**src/rtl/uart_tx_mmio.sv**
```systemverilog
// rtl/uart_tx_mmio.sv - memory-mapped 8N1 UART transmitter with TX FIFO
//
// Responder on the core data-memory bus. A store to TXDATA pushes a byte into
// a small circular FIFO; the TX FSM pops bytes and serialises them LSB first
// as 8N1 frames, each bit lasting DIVISOR+1 clocks.
//
// Ports:
//   clk_i        - clock, rising edge
//   rst_ni       - asynchronous active-low reset
//   dmem_A_i     - byte address from the core
//   dmem_WD_i    - write data
//   dmem_WE_i    - write enable
//   dmem_WMASK_i - byte write mask, bit n qualifies WD[8n+7:8n]
//   dmem_RD_o    - combinational read data, 0 when not selected
//   sel_o        - combinational window hit, A_i[31:4] == BASE_ADDR[31:4]
//   tx_o         - registered serial output, idle high
module uart_tx_mmio #(
    parameter logic [31:0] BASE_ADDR   = 32'h0000_0100,
    parameter int          FIFO_DEPTH  = 4,
    parameter logic [15:0] DEFAULT_DIV = 16'd3
) (
    input  logic        clk_i,
    input  logic        rst_ni,
    input  logic [31:0] dmem_A_i,
    input  logic [31:0] dmem_WD_i,
    input  logic        dmem_WE_i,
    input  logic [3:0]  dmem_WMASK_i,
    output logic [31:0] dmem_RD_o,
    output logic        sel_o,
    output logic        tx_o
);

    localparam int PTR_W = (FIFO_DEPTH > 1) ? $clog2(FIFO_DEPTH) : 1;
    localparam int CNT_W = $clog2(FIFO_DEPTH + 1);

    typedef enum logic [1:0] {
        S_IDLE  = 2'd0,
        S_START = 2'd1,
        S_DATA  = 2'd2,
        S_STOP  = 2'd3
    } state_e;

    logic [7:0]       fifo_mem [FIFO_DEPTH];
    logic [PTR_W-1:0] rd_ptr_q, rd_ptr_d;
    logic [PTR_W-1:0] wr_ptr_q, wr_ptr_d;
    logic [CNT_W-1:0] count_q, count_d;
    logic             ovf_q, ovf_d;
    logic [15:0]      div_q, div_d;

    state_e           state_q, state_d;
    logic [15:0]      baud_q, baud_d;
    logic [2:0]       bit_q, bit_d;
    logic [7:0]       shift_q, shift_d;
    logic             tx_q, tx_d;

    logic        wr_en;
    logic [1:0]  reg_off;
    logic        fifo_full;
    logic        fifo_empty;
    logic        baud_zero;
    logic        pop;
    logic        push_req;
    logic        push;
    logic        ovf_set;
    logic        ovf_clr;
    logic [31:0] status;

    logic unused_bits;
    assign unused_bits = ^{dmem_WD_i[31:16], dmem_A_i[1:0]};

    assign sel_o      = (dmem_A_i[31:4] == BASE_ADDR[31:4]);
    assign wr_en      = sel_o & dmem_WE_i;
    assign reg_off    = dmem_A_i[3:2];
    assign fifo_full  = (count_q == CNT_W'(FIFO_DEPTH));
    assign fifo_empty = (count_q == '0);
    assign baud_zero  = (baud_q == 16'd0);

    // The FSM pops either from IDLE or at the end of a stop bit; the latter
    // keeps back-to-back frames contiguous.
    assign pop = !fifo_empty &&
                 ((state_q == S_IDLE) || ((state_q == S_STOP) && baud_zero));

    // A pop on the same edge frees a slot, so a push into a full FIFO is
    // still accepted in that case.
    assign push_req = wr_en && (reg_off == 2'd0) && dmem_WMASK_i[0];
    assign push     = push_req && (!fifo_full || pop);
    assign ovf_set  = push_req && fifo_full && !pop;
    assign ovf_clr  = wr_en && (reg_off == 2'd1) && dmem_WMASK_i[0] && dmem_WD_i[3];

    always_comb begin
        rd_ptr_d = pop  ? rd_ptr_q + PTR_W'(1) : rd_ptr_q;
        wr_ptr_d = push ? wr_ptr_q + PTR_W'(1) : wr_ptr_q;
        count_d  = count_q;
        if (push && !pop) begin
            count_d = count_q + CNT_W'(1);
        end else if (pop && !push) begin
            count_d = count_q - CNT_W'(1);
        end
        // Set takes priority over a simultaneous clear.
        ovf_d = ovf_set ? 1'b1 : (ovf_clr ? 1'b0 : ovf_q);
        div_d = div_q;
        if (wr_en && (reg_off == 2'd2)) begin
            if (dmem_WMASK_i[0]) div_d[7:0]  = dmem_WD_i[7:0];
            if (dmem_WMASK_i[1]) div_d[15:8] = dmem_WD_i[15:8];
        end
    end

    always_ff @(posedge clk_i or negedge rst_ni) begin
        if (!rst_ni) begin
            rd_ptr_q <= '0;
            wr_ptr_q <= '0;
            count_q  <= '0;
            ovf_q    <= 1'b0;
            div_q    <= DEFAULT_DIV;
        end else begin
            rd_ptr_q <= rd_ptr_d;
            wr_ptr_q <= wr_ptr_d;
            count_q  <= count_d;
            ovf_q    <= ovf_d;
            div_q    <= div_d;
        end
    end

    always_ff @(posedge clk_i) begin
        if (push) begin
            fifo_mem[wr_ptr_q] <= dmem_WD_i[7:0];
        end
    end

    // TX FSM: state register
    always_ff @(posedge clk_i or negedge rst_ni) begin
        if (!rst_ni) begin
            state_q <= S_IDLE;
            baud_q  <= 16'd0;
            bit_q   <= 3'd0;
            shift_q <= 8'd0;
            tx_q    <= 1'b1;
        end else begin
            state_q <= state_d;
            baud_q  <= baud_d;
            bit_q   <= bit_d;
            shift_q <= shift_d;
            tx_q    <= tx_d;
        end
    end

    // TX FSM: next state
    always_comb begin
        state_d = state_q;
        case (state_q)
            S_IDLE:  if (!fifo_empty) state_d = S_START;
            S_START: if (baud_zero) state_d = S_DATA;
            S_DATA:  if (baud_zero && (bit_q == 3'd7)) state_d = S_STOP;
            S_STOP:  if (baud_zero) state_d = fifo_empty ? S_IDLE : S_START;
        endcase
    end

    // TX FSM: datapath outputs. Every reload samples the live DIVISOR, so a
    // DIVISOR write only affects timing from the next bit boundary.
    always_comb begin
        baud_d  = baud_q;
        bit_d   = bit_q;
        shift_d = shift_q;
        tx_d    = tx_q;
        case (state_q)
            S_IDLE: begin
                tx_d = 1'b1;
                if (pop) begin
                    shift_d = fifo_mem[rd_ptr_q];
                    baud_d  = div_q;
                    tx_d    = 1'b0;
                end
            end
            S_START: begin
                if (baud_zero) begin
                    baud_d = div_q;
                    tx_d   = shift_q[0];
                    bit_d  = 3'd0;
                end else begin
                    baud_d = baud_q - 16'd1;
                end
            end
            S_DATA: begin
                if (baud_zero) begin
                    baud_d = div_q;
                    if (bit_q == 3'd7) begin
                        tx_d = 1'b1;
                    end else begin
                        shift_d = {1'b0, shift_q[7:1]};
                        bit_d   = bit_q + 3'd1;
                        tx_d    = shift_q[1];
                    end
                end else begin
                    baud_d = baud_q - 16'd1;
                end
            end
            S_STOP: begin
                if (baud_zero) begin
                    if (pop) begin
                        shift_d = fifo_mem[rd_ptr_q];
                        baud_d  = div_q;
                        tx_d    = 1'b0;
                    end else begin
                        tx_d = 1'b1;
                    end
                end else begin
                    baud_d = baud_q - 16'd1;
                end
            end
        endcase
    end

    assign status = {24'd0, 4'(count_q), ovf_q, fifo_empty, fifo_full, state_q != S_IDLE};

    always_comb begin
        dmem_RD_o = 32'd0;
        if (sel_o) begin
            case (reg_off)
                2'd1:    dmem_RD_o = status;
                2'd2:    dmem_RD_o = {16'd0, div_q};
                default: dmem_RD_o = 32'd0;
            endcase
        end
    end

    assign tx_o = tx_q;

endmodule

```
**config.mk**
```make
export PLATFORM = sky130hd
export DESIGN_NAME = uart_tx_mmio
export DESIGN_NICKNAME = d
export VERILOG_FILES = /design/src/rtl/uart_tx_mmio.sv
export SDC_FILE = /design/constraint.sdc
export NUM_CORES = 1
export LEC_CHECK = 0
export ABC_AREA = 1
export CORE_ASPECT_RATIO = 0.8
export CORE_MARGIN = 4
export CORE_UTILIZATION = 30
export CTS_BUF_LIST = sky130_fd_sc_hd__clkbuf_4 sky130_fd_sc_hd__clkbuf_8
export CTS_CLUSTER_DIAMETER = 150
export DETAILED_ROUTE_END_ITERATION = 6
export PLACE_DENSITY = 0.55
export SKIP_CTS_REPAIR_TIMING = 1
export SLEW_MARGIN = 10
export SYNTH_ARGS = -nofsm -noshare
export SYNTH_HDL_FRONTEND = slang
export SYNTH_SLANG_ARGS = --single-unit
```
**constraint.sdc**
```tcl
create_clock -name clk_i -period 6.35 [get_ports clk_i]
set_input_delay 1.27 -clock clk_i [delete_from_list [all_inputs] [get_ports clk_i]]
set_output_delay 1.27 -clock clk_i [all_outputs]
set_load 0.03 [all_outputs]
```
# Word-level counts from Yosys, hierarchy flattened
# Memories as Yosys holds them, arrays and structs flattened.
# Cells that the tools add are included.
# W data, S select, Z words.
# word_totals
reg_bits	54
latch_bits	0
ram_bits	32
rom_bits	0
inputBits	71
elab_cells	102
memories	1
# memory_table
name	words	width	rd	rd_ports_with_merged_regs	wr	line_no	text
fifo_mem	4	8	1	0	1	43	logic [7:0] fifo_mem [FIFO_DEPTH];
# classes
add_sub_neg	6
multipliers	0
div	0
order_cmp	0
eq_ne	14
shifts	0
mux	33
bitwise_logic	1
reduce_logical	36
# op_table
operator	count
$mux W16	4
$pmux W16 S3	1
$mux W8	4
$pmux W16 S2	1
$eq A28 B5 Y1 const B	1
$pmux W8 S3	1
$logic_not A16 Y1	1
$sub A16 B1 Y16 const B	1
$mux W3	5
$logic_and A1 B1 Y1	14
$ne A2 B2 Y1 const B	6
$reduce_and A4 Y1	3
$mux W1	10
$mux W2	4
$pmux W2 S4	1
$reduce_bool A2 Y1	4
$add A3 B1 Y3 const B	2
$eq A2 B2 Y1 const B	3
$eq A3 B3 Y1 const B	2
$pmux W3 S2	1
$add A2 B1 Y2 const B	2
$eq A2 B1 Y1 const B	2
$logic_not A1 Y1	4
$logic_not A2 Y1	2
other kinds (9)	11

# Depth between registers and ports, before layout
# Gate-level depths: netlist (run 1).
# logic_depth
depth_word	10
depth_mapped	14
mapped_depth_nobuf	14

# Worst setup path before layout (run 1)
# OpenSTA, ideal clock, no wires.
# synth_path
path_kind	input port to output port
startpoint	in dmem_A_i[2]
endpoint	out dmem_RD_o[10]
arrival_time_ns	2.701
required_time_ns	5.080
path_slack_ns	2.379
path_stages	7
path_buffers	1
cell_sequence	inv_1 > ha_1 > buf_1 > inv_1 > nor2_2 > clkinv_1 > nor2_1
# synth_between
elab_chain_cells	3
elab_cells_between_ends	4
cone_classes	2 x eq/ne; 2 x mux
# synth_rtl
item	line_no	text
from (decl)	24	input logic [31:0] dmem_A_i,
$eq A2 B2 Y1 / $eq A2 B1 Y1 (equally long branches)	218	case (reg_off)
$pmux W16 S2 *	218	
$mux W16 *	217	if (sel_o) begin
to (decl)	28	output logic [31:0] dmem_RD_o,
# Every way passes the cells marked *; elsewhere a longest branch is shown, timed or not.

# Worst setup path after layout (run 1)
# layout_path
startpoint	in dmem_A_i[2]
endpoint	out dmem_RD_o[13]
# Same word-level chain as after synthesis.

==> impl_metrics.env, run 1 <==
export IMPL_ant_nets=0
export IMPL_setup_slack_ps=1559
export IMPL_slew_limit_headroom_pct=31.17
export IMPL_layout_common_cells="nand2_1, clkdlybuf4s50_1, nor2_1"
export IMPL_power_leakage_nw=2.784
export IMPL_syn_inst=654
export IMPL_cp_end_kind="output pin"
export IMPL_max_cap_viol_count=0
export IMPL_io_buffers=68
export IMPL_grt_pass1_vias=4129
export IMPL_drv_slew=0
export IMPL_synth_area_um2=5117
export IMPL_crit_path_top_delay_cell="clkdlybuf4s50_1"
export IMPL_arrival_ps=3520
export IMPL_vias=4336
export IMPL_drt_iter0_drc=314
export IMPL_cp_max_fo=9
export IMPL_irDropWorstVdd_mv=0.1471
export IMPL_r2r_end="count_q[2]"
export IMPL_crit_chain="clkdlybuf4s50_1, inv_1, ha_1, inv_1, nor2_2, clkinv_1, nor2_1, clkdlybuf4s50_1"
export IMPL_grt_setup_unrepaired="no"
export IMPL_post_dp_hpwl_mm=9.205
export IMPL_syn_to_final_growth_pct=19.90
export IMPL_min_period_over_period_pct=75.45
export IMPL_first_pass_iters=5
export IMPL_die_y_um=124.8
export IMPL_grt_ovfl_total=0
export IMPL_synth_top_area_share_pct=24.94
export IMPL_grt_antenna_before_repair=0
export IMPL_wl_per_cell_um=13.88
export IMPL_grt_max_degree=55
export IMPL_finalWirelength_mm=13.08
export IMPL_layout_drive_gt1_share_pct=6.787
export IMPL_worst_pin_slew_ps=1026
export IMPL_cp_required_ps=5080
export IMPL_clk_path_buf_depth=2
export IMPL_setup_tns_ps=0
export IMPL_numCtsBuffers=9
export IMPL_yosysSeqAreaShare_pct=45.26
export IMPL_finClkSkew_ps=5.665
export IMPL_hold_path_endpoint="shift_q[2]"
export IMPL_finalHoldViolCount=0
export IMPL_finalNetCount=806
export IMPL_post_place_ws_ps=1565
export IMPL_hold_path_class="flop to flop"
export IMPL_insertion_delay_ps=360
export IMPL_initial_core_util_pct=30.72
export IMPL_worst_r2r_path_depth=11
export IMPL_synth_ff_type="dfrtp_1"
export IMPL_drt_vias_per_instance=4.603
export IMPL_rows=42
export IMPL_fp_dieW_um=154.0
export IMPL_outcome="finished, final reports clean"
export IMPL_synth_cell_types=41
export IMPL_nFillCells=1766
export IMPL_drc=0
export IMPL_dieArea_um2=19220
export IMPL_synth_edff_count=32
export IMPL_critical_path_class="primary input to output pin"
export IMPL_clk_pin_slew_worst_paths_ps=90
export IMPL_ioPinCount=105
export IMPL_grt_use_total_pct=13.58
export IMPL_hold_depth=2
export IMPL_synth_area_per_cell_um2=7.825
export IMPL_fmax_mhz=208.7
export IMPL_cts_root_buf="clkbuf_8"
export IMPL_grt_pass1_wl_mm=21.15
export IMPL_ys_top_cells_by_area="dfrtp_1, edfxtp_1, nand2_1"
export IMPL_synthArstFlopShare_pct=62.79
export IMPL_yosys_area_top_type="dfrtp_1"
export IMPL_htree_levels=3
export IMPL_clock_sinks=86
export IMPL_slowest_delay_ps=690
export IMPL_setup_viol=0
export IMPL_gp_congestion=0.8074
export IMPL_cts_tree="done"
export IMPL_final_common_cell="nand2_1"
export IMPL_r2r_start="state_q[0]"
export IMPL_min_from="shift_q[2]"
export IMPL_insertedDiodeCount=0
export IMPL_coreArea_um2=16660
export IMPL_cp_start_kind="primary input"
export IMPL_post_route_min_period_ps=4791
export IMPL_ys_warn_count=0
export IMPL_power_density_nw_per_um2=267.6
export IMPL_ys_ff_latch=86
export IMPL_rrSetupSlack_ps=3530
area by class of cell:
class | instances | area (um^2) | share of cell area (%)
inverters | 67 | 251.5 | 4.099
repair buffers | 70 | 690.7 | 11.26
multi-input cells | 483 | 2396 | 39.05
clock inverters | 7 | 82.58 | 1.346
flip-flops and latches | 86 | 2316 | 37.74
clock buffers | 9 | 123.9 | 2.019
well taps | 220 | 275.3 | 4.486
registers in the layout (all words and copies together), names as in the netlist:
| register | count |
|---|---|
| fifo_mem | 32 |
| baud_q | 16 |
| div_q | 16 |
| shift_q | 8 |
| bit_q | 3 |
| count_q | 3 |
| rd_ptr_q | 2 |
| state_q | 2 |
| wr_ptr_q | 2 |
| ovf_q | 1 |
| tx_o | 1 |
cell usage after synthesis (2+ instances only):
library cell  count
o21ai_0          44
nor2_2            5
buf_2             6
nand3_2           2
buf_1             3
a21oi_1          16
dfrtp_1          51
xor2_1            9
inv_1            62
edfxtp_1         32
dfstp_2           3
nand3b_1          4
nand2_1         201
nand2_2           6
nor2_4            4
clkbuf_1          4
nor2_1           66
nand2_4           3
nor3_1            3
nand4_1           8
clkinv_1          4
nand3_1          61
o21ai_1           4
buf_4            19
ha_1             17
xnor2_1           2
per-stage QoR:
step | hold slack (ps) | utilization [%] | cells | total power [mW] | cell area (um^2)
4_1_cts | 481.1 | 36.83 | 942 | 1.648 | 6136
6_report | 478.9 | 36.83 | 942 | 1.642 | 6136
3_3_place_gp | 456.3 | 35.59 | 926 | 1.238 | 5929
5_1_grt | 506.9 | 36.83 | 942 | 1.754 | 6136
2_1_floorplan | 442.1 | - | 669 | 1.082 | 5174
3_5_place_dp | 458.2 | 35.59 | 926 | 1.238 | 5929
worst max-delay path by stage:
stage	from	endpoint	slack [ps]	cells past startpoint
floorplan	dmem_A_i[2]	dmem_RD_o[10]	2380	7
CTS	dmem_A_i[2]	dmem_RD_o[13]	1560	8
global route	dmem_A_i[2]	dmem_RD_o[15]	1370	8
global placement	dmem_A_i[2]	dmem_RD_o[10]	1600	8
finish	dmem_A_i[2]	dmem_RD_o[13]	1560	8
detailed placement	dmem_A_i[2]	dmem_RD_o[13]	1560	8
cells by family (layout without fill, tap and decap cells):
group	after synthesis	count (layout)	share of synthesized area, %
adder cells (fa/ha/maj)	18	18	4.548
AND/OR/NAND/NOR	365	365	31.20
flip-flops	86	86	45.26
AO/OA/AOI/OAI	71	71	7.482
other	1	16	0.07328
XOR/XNOR	12	12	2.201
buffers and inverters	100	153	9.022
multiplexers	1	1	0.2200
report_power, final:
| part | switching (mW) | leakage, nW | internal [mW] |
|---|---|---|---|
| sequential | 0.0501 | 0.986 | 0.615 |
| clock | 0.224 | 0.0991 | 0.187 |
| combinational | 0.389 | 1.70 | 0.177 |
| total | 0.663 | 2.78 | 0.979 |
critical path, delay by kind of cell:
kind | cells | cell delay (ps)
adder cells (fa/ha/maj) | 1 | 320
AND/OR/NAND/NOR | 2 | 360
buffers and inverters | 5 | 1570
per-layer routing:
layer / up-vias / global-route usage (%) / routed length, um
li1: 2192 / - / -
met1: 2027 / 20.30 / 6718
met2: 106 / 19.33 / 5437
met3: 11 / 2.848 / 709
met4: 0 / 4.621 / 212
met5: - / 0 / 0
Power figures use the tool's default switching activity.
==> run 2, diff against run 1 <==
--- a/config.mk
+++ b/config.mk
@@ -12,7 +12,7 @@
 export CTS_BUF_LIST = sky130_fd_sc_hd__clkbuf_4 sky130_fd_sc_hd__clkbuf_8
 export CTS_CLUSTER_DIAMETER = 150
 export DETAILED_ROUTE_END_ITERATION = 6
-export PLACE_DENSITY = 0.55
+export PLACE_DENSITY = 0.56
 export SKIP_CTS_REPAIR_TIMING = 1
 export SLEW_MARGIN = 10
 export SYNTH_ARGS = -nofsm -noshare
==> constraint.sdc (replaced) <==
create_clock -name clk_i -period 4.1 [get_ports clk_i]
set_input_delay 0.82 -clock clk_i [delete_from_list [all_inputs] [get_ports clk_i]]
set_output_delay 0.82 -clock clk_i [all_outputs]
set_load 0.03 [all_outputs]
==> run 2 against run 1 <==
Sequential power increased by 55%. Sequential share of layout area about the same. Cell area increased by 0.12%. Clock skew increased by 3.6 ps. First-iteration DRC count decreased by 22%. Power increased by 54%. Via count decreased by 1.6%. Register-to-register slack got worse by 2200 ps. Critical path type unchanged. Critical endpoint is now dmem_RD_o[2].
==> impl_metrics.env, run 2 (synthesis results as in run 1) <==
export IMPL_grt_max_degree=43
export IMPL_finalNetCount=810
export IMPL_cts_root_buf="clkbuf_8"
export IMPL_drv_slew=0
export IMPL_grt_use_total_pct=13.28
export IMPL_cp_required_ps=3280
export IMPL_coreArea_um2=16660
export IMPL_hold_path_class="flop to flop"
export IMPL_crit_path_top_delay_cell="clkdlybuf4s50_1"
export IMPL_rrSetupSlack_ps=1300
export IMPL_finalHoldViolCount=0
export IMPL_hold_path_endpoint="shift_q[4]"
export IMPL_finalNonFillerCells=946
export IMPL_finalWirelength_mm=12.73
export IMPL_r2r_start="baud_q[0]"
export IMPL_syn_to_final_growth_pct=20.05
export IMPL_wl_per_cell_um=13.45
export IMPL_grt_antenna_before_repair=0
export IMPL_gp_congestion=0.8477
export IMPL_power_density_nw_per_um2=412.4
export IMPL_numCtsBuffers=9
export IMPL_largestRegisters="fifo_mem: 32 flops, baud_q: 16 flops, div_q: 16 flops"
export IMPL_clk_pin_slew_worst_paths_ps=80
export IMPL_htree_levels=3
export IMPL_slew_limit_headroom_pct=30.81
export IMPL_layout_drive_gt1_share_pct=8.540
export IMPL_insertion_delay_ps=380
export IMPL_vias=4267
export IMPL_grt_util_met1_pct=18.72
export IMPL_largest_register="fifo_mem"
export IMPL_critical_path_class="primary input to output pin"
export IMPL_clk_path_buf_depth=2
export IMPL_post_route_min_period_ps=3727
export IMPL_worst_r2r_path_depth=14
export IMPL_max_cap_viol_count=0
export IMPL_setup_viol=0
export IMPL_drc=0
export IMPL_fmax_mhz=268.3
export IMPL_io_buffers=68
export IMPL_grt_setup_unrepaired="no"
export IMPL_use_met2_pct=20.20
export IMPL_drt_iter0_drc=245
export IMPL_post_dp_hpwl_mm=9.267
export IMPL_finClkSkew_ps=9.237
export IMPL_grt_busiest_layer="met2"
export IMPL_grt_pass1_wl_mm=20.67
export IMPL_min_from="shift_q[4]"
export IMPL_placed_cells=930
export IMPL_grt_ovfl_total=0
export IMPL_worst_pin_slew_ps=1038
export IMPL_final_common_cell="nand2_1"
export IMPL_grt_pass1_vias=4061
export IMPL_irDropWorstVdd_mv=0.2180
export IMPL_power_leakage_nw=2.829
export IMPL_rows=42
export IMPL_insertedDiodeCount=0
export IMPL_outcome="finished, final reports clean"
export IMPL_cp_start_kind="primary input"
export IMPL_layout_common_cells="nand2_1, nor2_1, inv_1"
export IMPL_setup_tns_ps=0
export IMPL_largest_register_ffs=32
export IMPL_die_y_um=124.8
export IMPL_ant_nets=0
export IMPL_clock_sinks=86
export IMPL_r2r_end="count_q[2]"
export IMPL_hold_depth=2
export IMPL_cts_tree="done"
export IMPL_ioPinCount=105
export IMPL_cp_end_kind="output pin"
export IMPL_min_period_over_period_pct=90.90
export IMPL_arrival_ps=2910
export IMPL_grtUsageMet3_pct=3.890
export IMPL_fp_dieW_um=154.0
export IMPL_crit_chain="clkdlybuf4s50_1, inv_1, nor2_1, nand4_1, nor2_1, nand2_1, inv_1, nand2_1, a21oi_1, clkdlybuf4s50_1"
export IMPL_first_pass_iters=4
export IMPL_drt_vias_per_instance=4.511
export IMPL_initial_core_util_pct=30.72
export IMPL_slowest_delay_ps=730
export IMPL_cp_max_fo=7
export IMPL_dieArea_um2=19220
run 2: cell count changes in the layout (fill, tap and decap cells not counted):
cell,previous run,this run
buf_4,2,15
clkdlybuf4s50_1,67,58
inv_6,2,3
inv_8,0,1
clkinvlp_4,0,1
clkinv_4,1,0
clkinv_8,1,0
clkbuf_4,0,1
clkinvlp_2,2,0
run 2: layout make-up:
type | instances | area [um^2]
clock buffer | 10 | 131.4
multi-input combinational | 483 | 2396
fill | 1733 | 10520
clock inverter | 6 | 75.07
timing repair buffer | 74 | 698.2
inverter | 67 | 251.5
sequential | 86 | 2316
tap | 220 | 275.3
run 2: power by group:
group / internal, mW / leakage (nW) / switching (mW) / total [mW]
logic: 0.274 / 1.74 / 0.593 / 0.867
registers: 0.952 / 0.986 / 0.0770 / 1.03
clock network: 0.299 / 0.103 / 0.338 / 0.638
run 2: worst max path at each step:
stage	from	endpoint	slack, ps	cells after the start
floorplan	dmem_A_i[2]	dmem_RD_o[10]	1030	7
CTS	dmem_A_i[8]	dmem_RD_o[2]	350	10
global route	dmem_A_i[8]	dmem_RD_o[2]	210	10
detailed placement	dmem_A_i[8]	dmem_RD_o[2]	370	10
finish	dmem_A_i[8]	dmem_RD_o[2]	370	10
global placement	dmem_A_i[8]	dmem_RD_o[2]	350	10
run 2: critical path: cells and delay by family:
family                 cells  cell delay [ps]
buffers and inverters      4             1300
AO/OA/AOI/OAI              1              260
AND/OR/NAND/NOR            5              510
run 2: through the flow:
stage                     hold slack (ps)  instance area, um^2  power [mW]  setup slack (ps)  utilization (%)
final                               481.2                 6143       2.534             373.3            36.88
after global routing                506.3                 6143       2.723             209.5            36.88
after CTS                           480.3                 6143       2.564             348.6            36.88
after detailed placement            458.9                 5937       1.920             368.5            35.64
after global placement              454.9                 5937       1.910             354.3            35.64
after floorplan                     442.1                 5174       1.676              1029                -
run 2: layer usage:
metal  vias up  routed length (um)
li1       2204                   -
met1      1950                6371
met2       104                5375
met3         9                 847
met4         0                 133
met5         -                   0
